==> src/rtl/mem_arb_pkg.sv <==
// mem_arb_pkg: shared FSM states, default sizes and pointer-width helper for mem_arbiter.
package mem_arb_pkg;
    typedef enum logic [1:0] {IDLE, BUSY, DONE} state_t;
    localparam int NUM_REQ_DEF = 4;
    localparam int AW_DEF = 64;
    localparam int DW_DEF = 64;
    function automatic int clog2(input int n);
        int w;
        w = 1;
        while ((1 << w) < n) w++;
        return w;
    endfunction
endpackage

==> src/rtl/mem_arbiter_rr_pick.sv <==
// rr_pick: rotate-and-priority-encode, first asserted request at or after the pointer.
module rr_pick
    import mem_arb_pkg::*;
#(
    parameter int N  = NUM_REQ_DEF,
    parameter int PW = clog2(N)
) (
    input  logic [N-1:0]  i_req,
    input  logic [PW-1:0] i_ptr,
    output logic [PW-1:0] o_idx,
    output logic          o_vld
);
    always_comb begin
        o_idx = '0;
        o_vld = |i_req;
        for (int i = N - 1; i >= 0; i--)
            if (i_req[(int'(i_ptr) + i) % N]) o_idx = PW'((int'(i_ptr) + i) % N);
    end
endmodule

==> src/rtl/mem_arbiter.sv <==
// mem_arbiter: round-robin arbiter serialising NUM_REQ requesters onto one single-outstanding memory port.
// Define MEM_ARB_RMW_LOCK_EN to hold the grant across a read-then-write pair.
module mem_arbiter
    import mem_arb_pkg::*;
#(
    parameter int NUM_REQ      = NUM_REQ_DEF,
    parameter int AW           = AW_DEF,
    parameter int DW           = DW_DEF,
    parameter int LOCK_TIMEOUT = 15
) (
    input  logic                  clk,
    input  logic                  rst_n,
    input  logic [NUM_REQ-1:0]    req_i,
    input  logic [NUM_REQ-1:0]    wr_i,
    input  logic [NUM_REQ*AW-1:0] addr_i,
    input  logic [NUM_REQ*DW-1:0] wdata_i,
    output logic [NUM_REQ-1:0]    rdy_o,
    output logic [DW-1:0]         rdata_o,
    output logic                  m_req,
    output logic                  m_wr,
    output logic [AW-1:0]         m_addr,
    output logic [DW-1:0]         m_dout,
    input  logic [DW-1:0]         m_din,
    input  logic                  m_rdy
);
    localparam int PW = clog2(NUM_REQ);

    state_t               r_state, w_next;
    logic [PW-1:0]        r_ptr, r_g, w_idx, w_g_nxt;
    logic [NUM_REQ-1:0]   w_req;
    logic                 w_vld, w_adv;

    assign w_g_nxt = (r_g == PW'(NUM_REQ - 1)) ? '0 : r_g + 1'b1;

`ifdef MEM_ARB_RMW_LOCK_EN
    localparam int CW = clog2(LOCK_TIMEOUT + 1);
    logic          r_lock, w_idle_g, w_expire;
    logic [CW-1:0] r_cnt;

    // While locked only the owner can win; its idle cycles count toward release.
    assign w_req    = r_lock ? req_i & (NUM_REQ'(1) << r_g) : req_i;
    assign w_idle_g = r_lock && r_state == IDLE && !req_i[r_g];
    assign w_expire = w_idle_g && r_cnt == CW'(LOCK_TIMEOUT - 1);
    assign w_adv    = (r_state == DONE && m_wr) || w_expire;

    always_ff @(posedge clk or negedge rst_n)
        if (!rst_n) begin
            r_lock <= 1'b0;
            r_cnt  <= '0;
        end else begin
            r_cnt <= w_idle_g ? r_cnt + 1'b1 : '0;
            if (r_state == DONE) r_lock <= !m_wr;
            else if (w_expire) r_lock <= 1'b0;
        end
`else
    logic w_unused_lock;
    assign w_req         = req_i;
    assign w_adv         = r_state == DONE;
    assign w_unused_lock = LOCK_TIMEOUT > 0;
`endif

    rr_pick #(.N(NUM_REQ), .PW(PW)) u_pick (
        .i_req(w_req),
        .i_ptr(r_ptr),
        .o_idx(w_idx),
        .o_vld(w_vld)
    );

    always_ff @(posedge clk or negedge rst_n)
        if (!rst_n) r_state <= IDLE;
        else r_state <= w_next;

    always_comb
        w_next = r_state == IDLE ? (w_vld ? BUSY : IDLE) :
                 r_state == BUSY ? (m_rdy ? DONE : BUSY) : IDLE;

    always_comb begin
        m_req = r_state == BUSY;
        rdy_o = r_state == DONE ? NUM_REQ'(1) << r_g : '0;
    end

    always_ff @(posedge clk or negedge rst_n)
        if (!rst_n) begin
            r_g     <= '0;
            m_wr    <= 1'b0;
            m_addr  <= '0;
            m_dout  <= '0;
            rdata_o <= '0;
        end else begin
            if (r_state == IDLE && w_vld) begin
                r_g    <= w_idx;
                m_wr   <= wr_i[w_idx];
                m_addr <= addr_i[int'(w_idx) * AW +: AW];
                m_dout <= wdata_i[int'(w_idx) * DW +: DW];
            end
            if (r_state == BUSY && m_rdy) rdata_o <= m_din;
        end

    always_ff @(posedge clk or negedge rst_n)
        if (!rst_n) r_ptr <= '0;
        else if (w_adv) r_ptr <= w_g_nxt;
endmodule

==> config.mk <==
export PLATFORM = sky130hd
export DESIGN_NAME = mem_arbiter
export DESIGN_NICKNAME = d
export VERILOG_FILES = /design/src/rtl/mem_arb_pkg.sv /design/src/rtl/mem_arbiter_rr_pick.sv /design/src/rtl/mem_arbiter.sv
export SDC_FILE = /design/constraint.sdc
export NUM_CORES = 1
export LEC_CHECK = 0
export CORE_AREA = 5 5 300 302
export DETAILED_ROUTE_END_ITERATION = 8
export DIE_AREA = 0 0 305 307
export PLACE_DENSITY_LB_ADDON = 0.15
export SLEW_MARGIN = 20
export SYNTH_ARGS = -nofsm -noshare
export SYNTH_HDL_FRONTEND = slang
export SYNTH_HIERARCHICAL = 1
export SYNTH_SLANG_ARGS = --single-unit
export TNS_END_PERCENT = 100
==> constraint.sdc <==
create_clock -name clk -period 5.85 [get_ports clk]
set_input_delay 1.17 -clock clk [delete_from_list [all_inputs] [get_ports clk]]
set_output_delay 1.17 -clock clk [all_outputs]
set_load 0.005 [all_outputs]
==> impl_metrics.csv, run 1 <==
group,metric,value,unit
critical_path,reg2reg_to,"m_addr[3]$_DFFE_PN0P_",
global_route,use_met3,4.050,%
global_route,busiest_layer,"met2",
route,avgRoutedWirePerCell,22.28,µm
worst_hold_path,holdPathEnd,"rdata_o[13]$_DFFE_PN0P_",
sta,grt_setup_unrepaired,"no",
global_route,met2_usage,21.88,%
critical_path,criticalPathCategory,"in -> reg",
floorplan,die_x,305,µm
sta,relSlewSlack,36.90,%
critical_path,crit_path_max_fanout,85,
route,ant_nets,0,
yosys,ys.warnings.count,6,
critical_path,start_kind,"primary input",
yosys,syn_area,0.01061,mm²
floorplan,num_rows,109,
floorplan,core,0.08742,mm²
status,status,"finished clean",
flow_run,max_cap_violations,0,
placement,gp_congestion,0.7932,
layout,layout.cells.non_filler,2556,
critical_path,rr_worst_depth,5,
critical_path,reg2reg_slack,3.14,ns
clock_tree,cts_resized,0,
yosys,synthDominantCellAreaShare,46.93,%
clock_tree,ctsHoldBuffers,0,
worst_hold_path,whs_path_depth,1,
yosys,yosysSeqAreaShare,46.93,%
global_route,grt-ovfl-total,0,
clock_tree,insertion_delay,0.50,ns
sta,drv_slew,0,
layout,layout.nets,1963,
global_route,met1_usage,12.71,%
clock_tree,cts_num_sinks,199,
floorplan,dieHeight,307,µm
floorplan,die-area,0.09364,mm²
sta,final_hold_viol_count,0,
yosys,ys_top_cells_by_area,"dfrtp_1, mux4_2, mux2_2, buf_6, buf_2",
sta,timing.hold.ws,0.5068,ns
clock_tree,cts-buffers-inserted,17,
worst_hold_path,min_path_type,"reg -> reg",
critical_path,crit_required,6.22,ns
yosys,synth.avg_cell_area,17.51,µm²
yosys,synthDistinctLibCells,23,
clock_tree,max-clock-path-buffers,2,
route,vias,8997,
route,drc,0,
clock_tree,cts.clk_slew.worst_paths,0.08,ns
yosys,syn_nets,1197,
yosys,synth_commonest_cells,"dfrtp_1, mux2_2, mux4_2, buf_2, buf_6",
sta,max_clock_freq,290.4,MHz
yosys,yosysMostFrequentCell,"dfrtp_1",
global_route,grtUsageTotal,11.82,%
sta,finalClockSkew,0.01828,ns
global_route,antenna_found_initial,11,
sta,period_minus_slack,3.444,ns
yosys,yosys_most_used_dff,"dfrtp_1",
power,ir_worst_vdd,0.2867,mV
global_route,grt_pass1_wl,79510,µm
critical_path,timing.rr.start,"r_ptr[1]$_DFFE_PN0P_",
worst_hold_path,holdCritStartpoint,"rdata_o[13]$_DFFE_PN0P_",
clock_tree,cts_tree,"built",
sta,fin_tns_setup,0,ns
sta,setup_viol,0,
placement,hpwl,45260,µm
global_route,grt_pass1_vias,10450,
route,drt_iter0_drc,336,
critical_path,setup.worst_path.end_class,"flop",
route,drt-total-wl,56960,µm
layout,fin_util,23.35,%
placement,io_buffers,784,
yosys,synth_top_area_cell,"dfrtp_1",
sta,period_share,58.87,%
layout,fillers,9239,
layout,areaGrowthSynthToFinish,92.36,%
layout,layout-drive-gt1-share,27.00,%
floorplan,boundaryPins,785,
power,powerDensity,418.5,mW/mm²
yosys,synth_seq_cells,199,
yosys,synth_edf_count,0,
clock_tree,cts_max_level,4,
critical_path,worstPathArrival,3.82,ns
placement,dp.cells,2518,
clock_tree,ctsRootBufferMaster,"clkbuf_16",
sta,tightest_slew,0.9465,ns
yosys,synth_cells,606,
yosys,async_flop_share,100.0,%
floorplan,initial_utilization,12.14,%
global_route,grt_max_degree,86,
route,routed_via_density,3.520,
clock_tree,post_cts_buffers,0,
power,p_leak,0.007457,µW
route,drtPass1Iterations,4,
area by class of cell:
class                   count  area [µm²]  area share (%)
repair buffers            797        8013           39.25
multi-input cells         353        5341           26.17
flip-flops and latches    199        4980           24.40
well taps                1165        1458           7.141
clock buffers              18       429.2           2.102
clock inverters            14       161.4          0.7907
inverters                   4       15.01         0.07356
diodes                      6       15.01         0.07356
critical path, cell delays in order:
cell and delay (ns):
clkdlybuf4s50_1 0.55, mux2i_1 0.14, a211oi_4 0.34, buf_12 0.48, mux4_2 0.60, mux2_2 0.28
cell usage in the layout (no fill, tap or decap), drive strengths merged, types with 2 or more instances in the layout:
cell type	Yosys	final
a211oi	2	2
and2	4	4
buf	39	14
clkbuf	11	18
clkdlybuf4s50	0	783
clkinv	0	7
dfrtp	199	199
diode	0	6
ha	4	4
inv	4	9
mux2	197	197
mux4	129	129
nand2	2	2
nand2b	2	2
nor2	5	5
nor2b	2	2
nor3b	2	2
flip-flops by register name, summed over array words and instances, names as in the netlist:
register,count
m_addr,64
m_dout,64
m_wr,1
r_g,2
r_ptr,2
r_state,2
rdata_o,64
logic make-up after synthesis:
kind of cell               count (synthesis)  share of synthesized area, %
buffers and inverters                     54                         2.936
and+or+nand+nor                           18                        0.9787
DFF                                      199                         46.93
AOI/OAI and AO/OA                          4                        0.3066
muxes                                    327                         48.38
adders and majority gates                  4                        0.4717
worst max-delay path by stage:
stage / cells after the start / slack, ns / to / startpoint
after floorplan: 7 / 3.02 / m_dout[27]$_DFFE_PN0P_ / req_i[1]
after global placement: 6 / 1.93 / m_dout[61]$_DFFE_PN0P_ / req_i[3]
after detailed placement: 6 / 1.89 / m_addr[3]$_DFFE_PN0P_ / req_i[3]
after CTS: 6 / 2.45 / m_addr[3]$_DFFE_PN0P_ / req_i[3]
after global routing: 6 / 2.33 / m_addr[3]$_DFFE_PN0P_ / req_i[3]
final: 6 / 2.41 / m_addr[3]$_DFFE_PN0P_ / req_i[3]
routing by layer:
metal  vias up  routed length (µm)  part of all wire, %
met4         6                1180                  2.1
met5         -                  44                0.077
met2       391               30660                   54
met3        49                3961                  7.0
li1       3946                   -                    -
met1      4605               21110                   37
through the flow:
stage	area (µm²)	power [µW]	worst slack [ns]
2_1_floorplan	10610	4775	3.018
3_3_place_gp	19810	7405	1.935
3_5_place_dp	19810	7423	1.895
4_1_cts	20400	8830	2.446
5_1_grt	20410	9121	2.325
6_report	20410	8543	2.406
power breakdown:
part           switching [µW]  internal, µW
Sequential                407          2100
Clock                     691           607
Combinational            1700          3040
(Power assumes the default switching activity.)
==> run 2: changes to the inputs <==
==> constraint.sdc (replaced) <==
create_clock -name clk -period 3.39 [get_ports clk]
set_input_delay 0.678 -clock clk [delete_from_list [all_inputs] [get_ports clk]]
set_output_delay 0.678 -clock clk [all_outputs]
set_load 0.005 [all_outputs]
==> impl_metrics.csv, run 2 (same netlist as run 1, synthesis figures left out) <==
group,metric,value,unit
layout,fillers,9181,
sta,relSlewSlack,55.32,%
route,drc,0,
placement,io_buffers,784,
critical_path,cp_cell_sequence,"nor2b_1 > and2_1 > clkdlybuf4s50_1",
floorplan,initial_utilization,12.14,%
clock_tree,ctsHoldBuffers,0,
layout,multiInputGateArea,0.005341,mm²
global_route,met1_usage,12.53,%
global_route,grt-ovfl-total,0,
floorplan,core,0.08742,mm²
floorplan,num_rows,109,
critical_path,crit_slowest_cell,"clkdlybuf4s50_1",
global_route,grtUsageTotal,11.71,%
clock_tree,max-clock-path-buffers,2,
global_route,antenna_found_initial,10,
layout,areaGrowthSynthToFinish,95.22,%
floorplan,dieHeight,307,µm
clock_tree,insertion_delay,0.50,ns
clock_tree,cts.clk_slew.worst_paths,0.09,ns
sta,setup_viol,0,
power,p_leak,0.007614,µW
clock_tree,post_cts_buffers,0,
global_route,grt_pass1_vias,10520,
sta,finalClockSkew,0.01958,ns
critical_path,cpPeakStageDelay,0.55,ns
worst_hold_path,min_path_type,"in -> async",
sta,timing.hold.ws,0.1639,ns
sta,fin_tns_setup,0,ns
global_route,met2_usage,22.04,%
sta,tightest_slew,0.6682,ns
layout,layout-drive-gt1-share,28.27,%
route,drt-total-wl,56190,µm
status,status,"finished clean",
sta,period_minus_slack,2.727,ns
critical_path,crit_required,2.71,ns
route,drtPass1Iterations,4,
power,ir_worst_vdd,0.3798,mV
route,drt_iter0_drc,333,
critical_path,worstPathArrival,2.05,ns
clock_tree,cts_tree,"built",
global_route,grt_pass1_wl,79230,µm
layout,reg.largest.list,"m_addr x64, m_dout x64, rdata_o x64",
route,routed_via_density,3.502,
sta,final_hold_viol_count,0,
global_route,grt_max_degree,83,
clock_tree,cts_max_level,4,
layout,layout.nets,1988,
clock_tree,cts-buffers-inserted,17,
layout,layout.cells.non_filler,2579,
critical_path,crit_path_max_fanout,6,
route,vias,9031,
floorplan,boundaryPins,785,
critical_path,cp_top_family,"simple AND/OR/NAND/NOR gates",
placement,dp.cells,2543,
sta,grt_setup_unrepaired,"no",
flow_run,max_cap_violations,0,
clock_tree,cts_resized,0,
route,avgRoutedWirePerCell,21.79,µm
power,powerDensity,722.9,mW/mm²
critical_path,critPathBufInv,1,
layout,layout_common_cells,"clkdlybuf4s50_1, dfrtp_1, mux2_2",
floorplan,die_x,305,µm
layout,final_common_cell,"clkdlybuf4s50_1",
layout,final-seq-area,0.004980,mm²
global_route,busiest_layer,"met2",
placement,hpwl,45980,µm
placement,gp_congestion,0.8078,
sta,max_clock_freq,366.7,MHz
floorplan,die-area,0.09364,mm²
critical_path,setup.worst_path.end_class,"primary output",
sta,period_share,80.44,%
clock_tree,ctsRootBufferMaster,"clkbuf_16",
critical_path,start_kind,"flop",
sta,drv_slew,0,
route,ant_nets,0,
critical_path,criticalPathCategory,"reg -> out",
global_route,use_met3,3.664,%
clock_tree,cts_num_sinks,199,
## run 2: cell count changes in the layout (fill, tap and decap cells not counted), sizes merged
cell / delta
clkinvlp: +2
clkinv: -3
clkbuf: -1
buf: +25
## run 2: worst paths after layout
| kind | start | to | slack, ns | cells after the start |
|---|---|---|---|---|
| worst max-delay path | r_state[1]$_DFF_PN0_ | rdy_o[3] | 0.66 | 3 |
| worst min-delay path | rst_n | rdata_o[21]$_DFFE_PN0P_ | 0.16 | 1 |
| worst max register to register | r_ptr[1]$_DFFE_PN0P_ | m_dout[40]$_DFFE_PN0P_ | 0.92 | 6 |
| worst min register to register | rdata_o[62]$_DFFE_PN0P_ | rdata_o[62]$_DFFE_PN0P_ | 0.51 | 1 |
| max in group asynchronous | rst_n | m_addr[17]$_DFFE_PN0P_ | 2.43 | 2 |
| min in group clk | rdata_o[62]$_DFFE_PN0P_ | rdata_o[62]$_DFFE_PN0P_ | 0.51 | 1 |
## run 2: cell type report
type	instances	area share, %
diodes	6	0.07248
well taps	1165	7.036
multi-input cells	353	25.78
clock buffers	17	2.054
flip-flops and latches	199	24.04
clock inverters	13	0.6946
repair buffers	822	40.25
inverters	4	0.07248
## run 2: stage by stage
stage	setup WS [ns]	cell area, µm²	util (%)	total power (µW)
2_1_floorplan	1.050	10610	-	8241
6_report	0.6632	20720	23.70	14980
5_1_grt	0.4823	20720	23.70	16000
3_5_place_dp	0.1386	20130	23.03	13080
4_1_cts	0.5653	20700	23.68	15440
3_3_place_gp	0.1555	20130	23.03	13080
## run 2: report_power, final
part | switching [µW] | total, µW | internal, µW
Sequential | 692 | 4320 | 3630
Combinational | 2980 | 8460 | 5480
Clock | 1160 | 2200 | 1030
Total | 4840 | 15000 | 10100
## run 2: routing by layer
| metal | wire [µm] | part of all wire, % |
|---|---|---|
| met5 | 36 | 0.064 |
| met4 | 887 | 1.6 |
| met3 | 3690 | 6.6 |
| met2 | 31110 | 55 |
| met1 | 20460 | 36 |
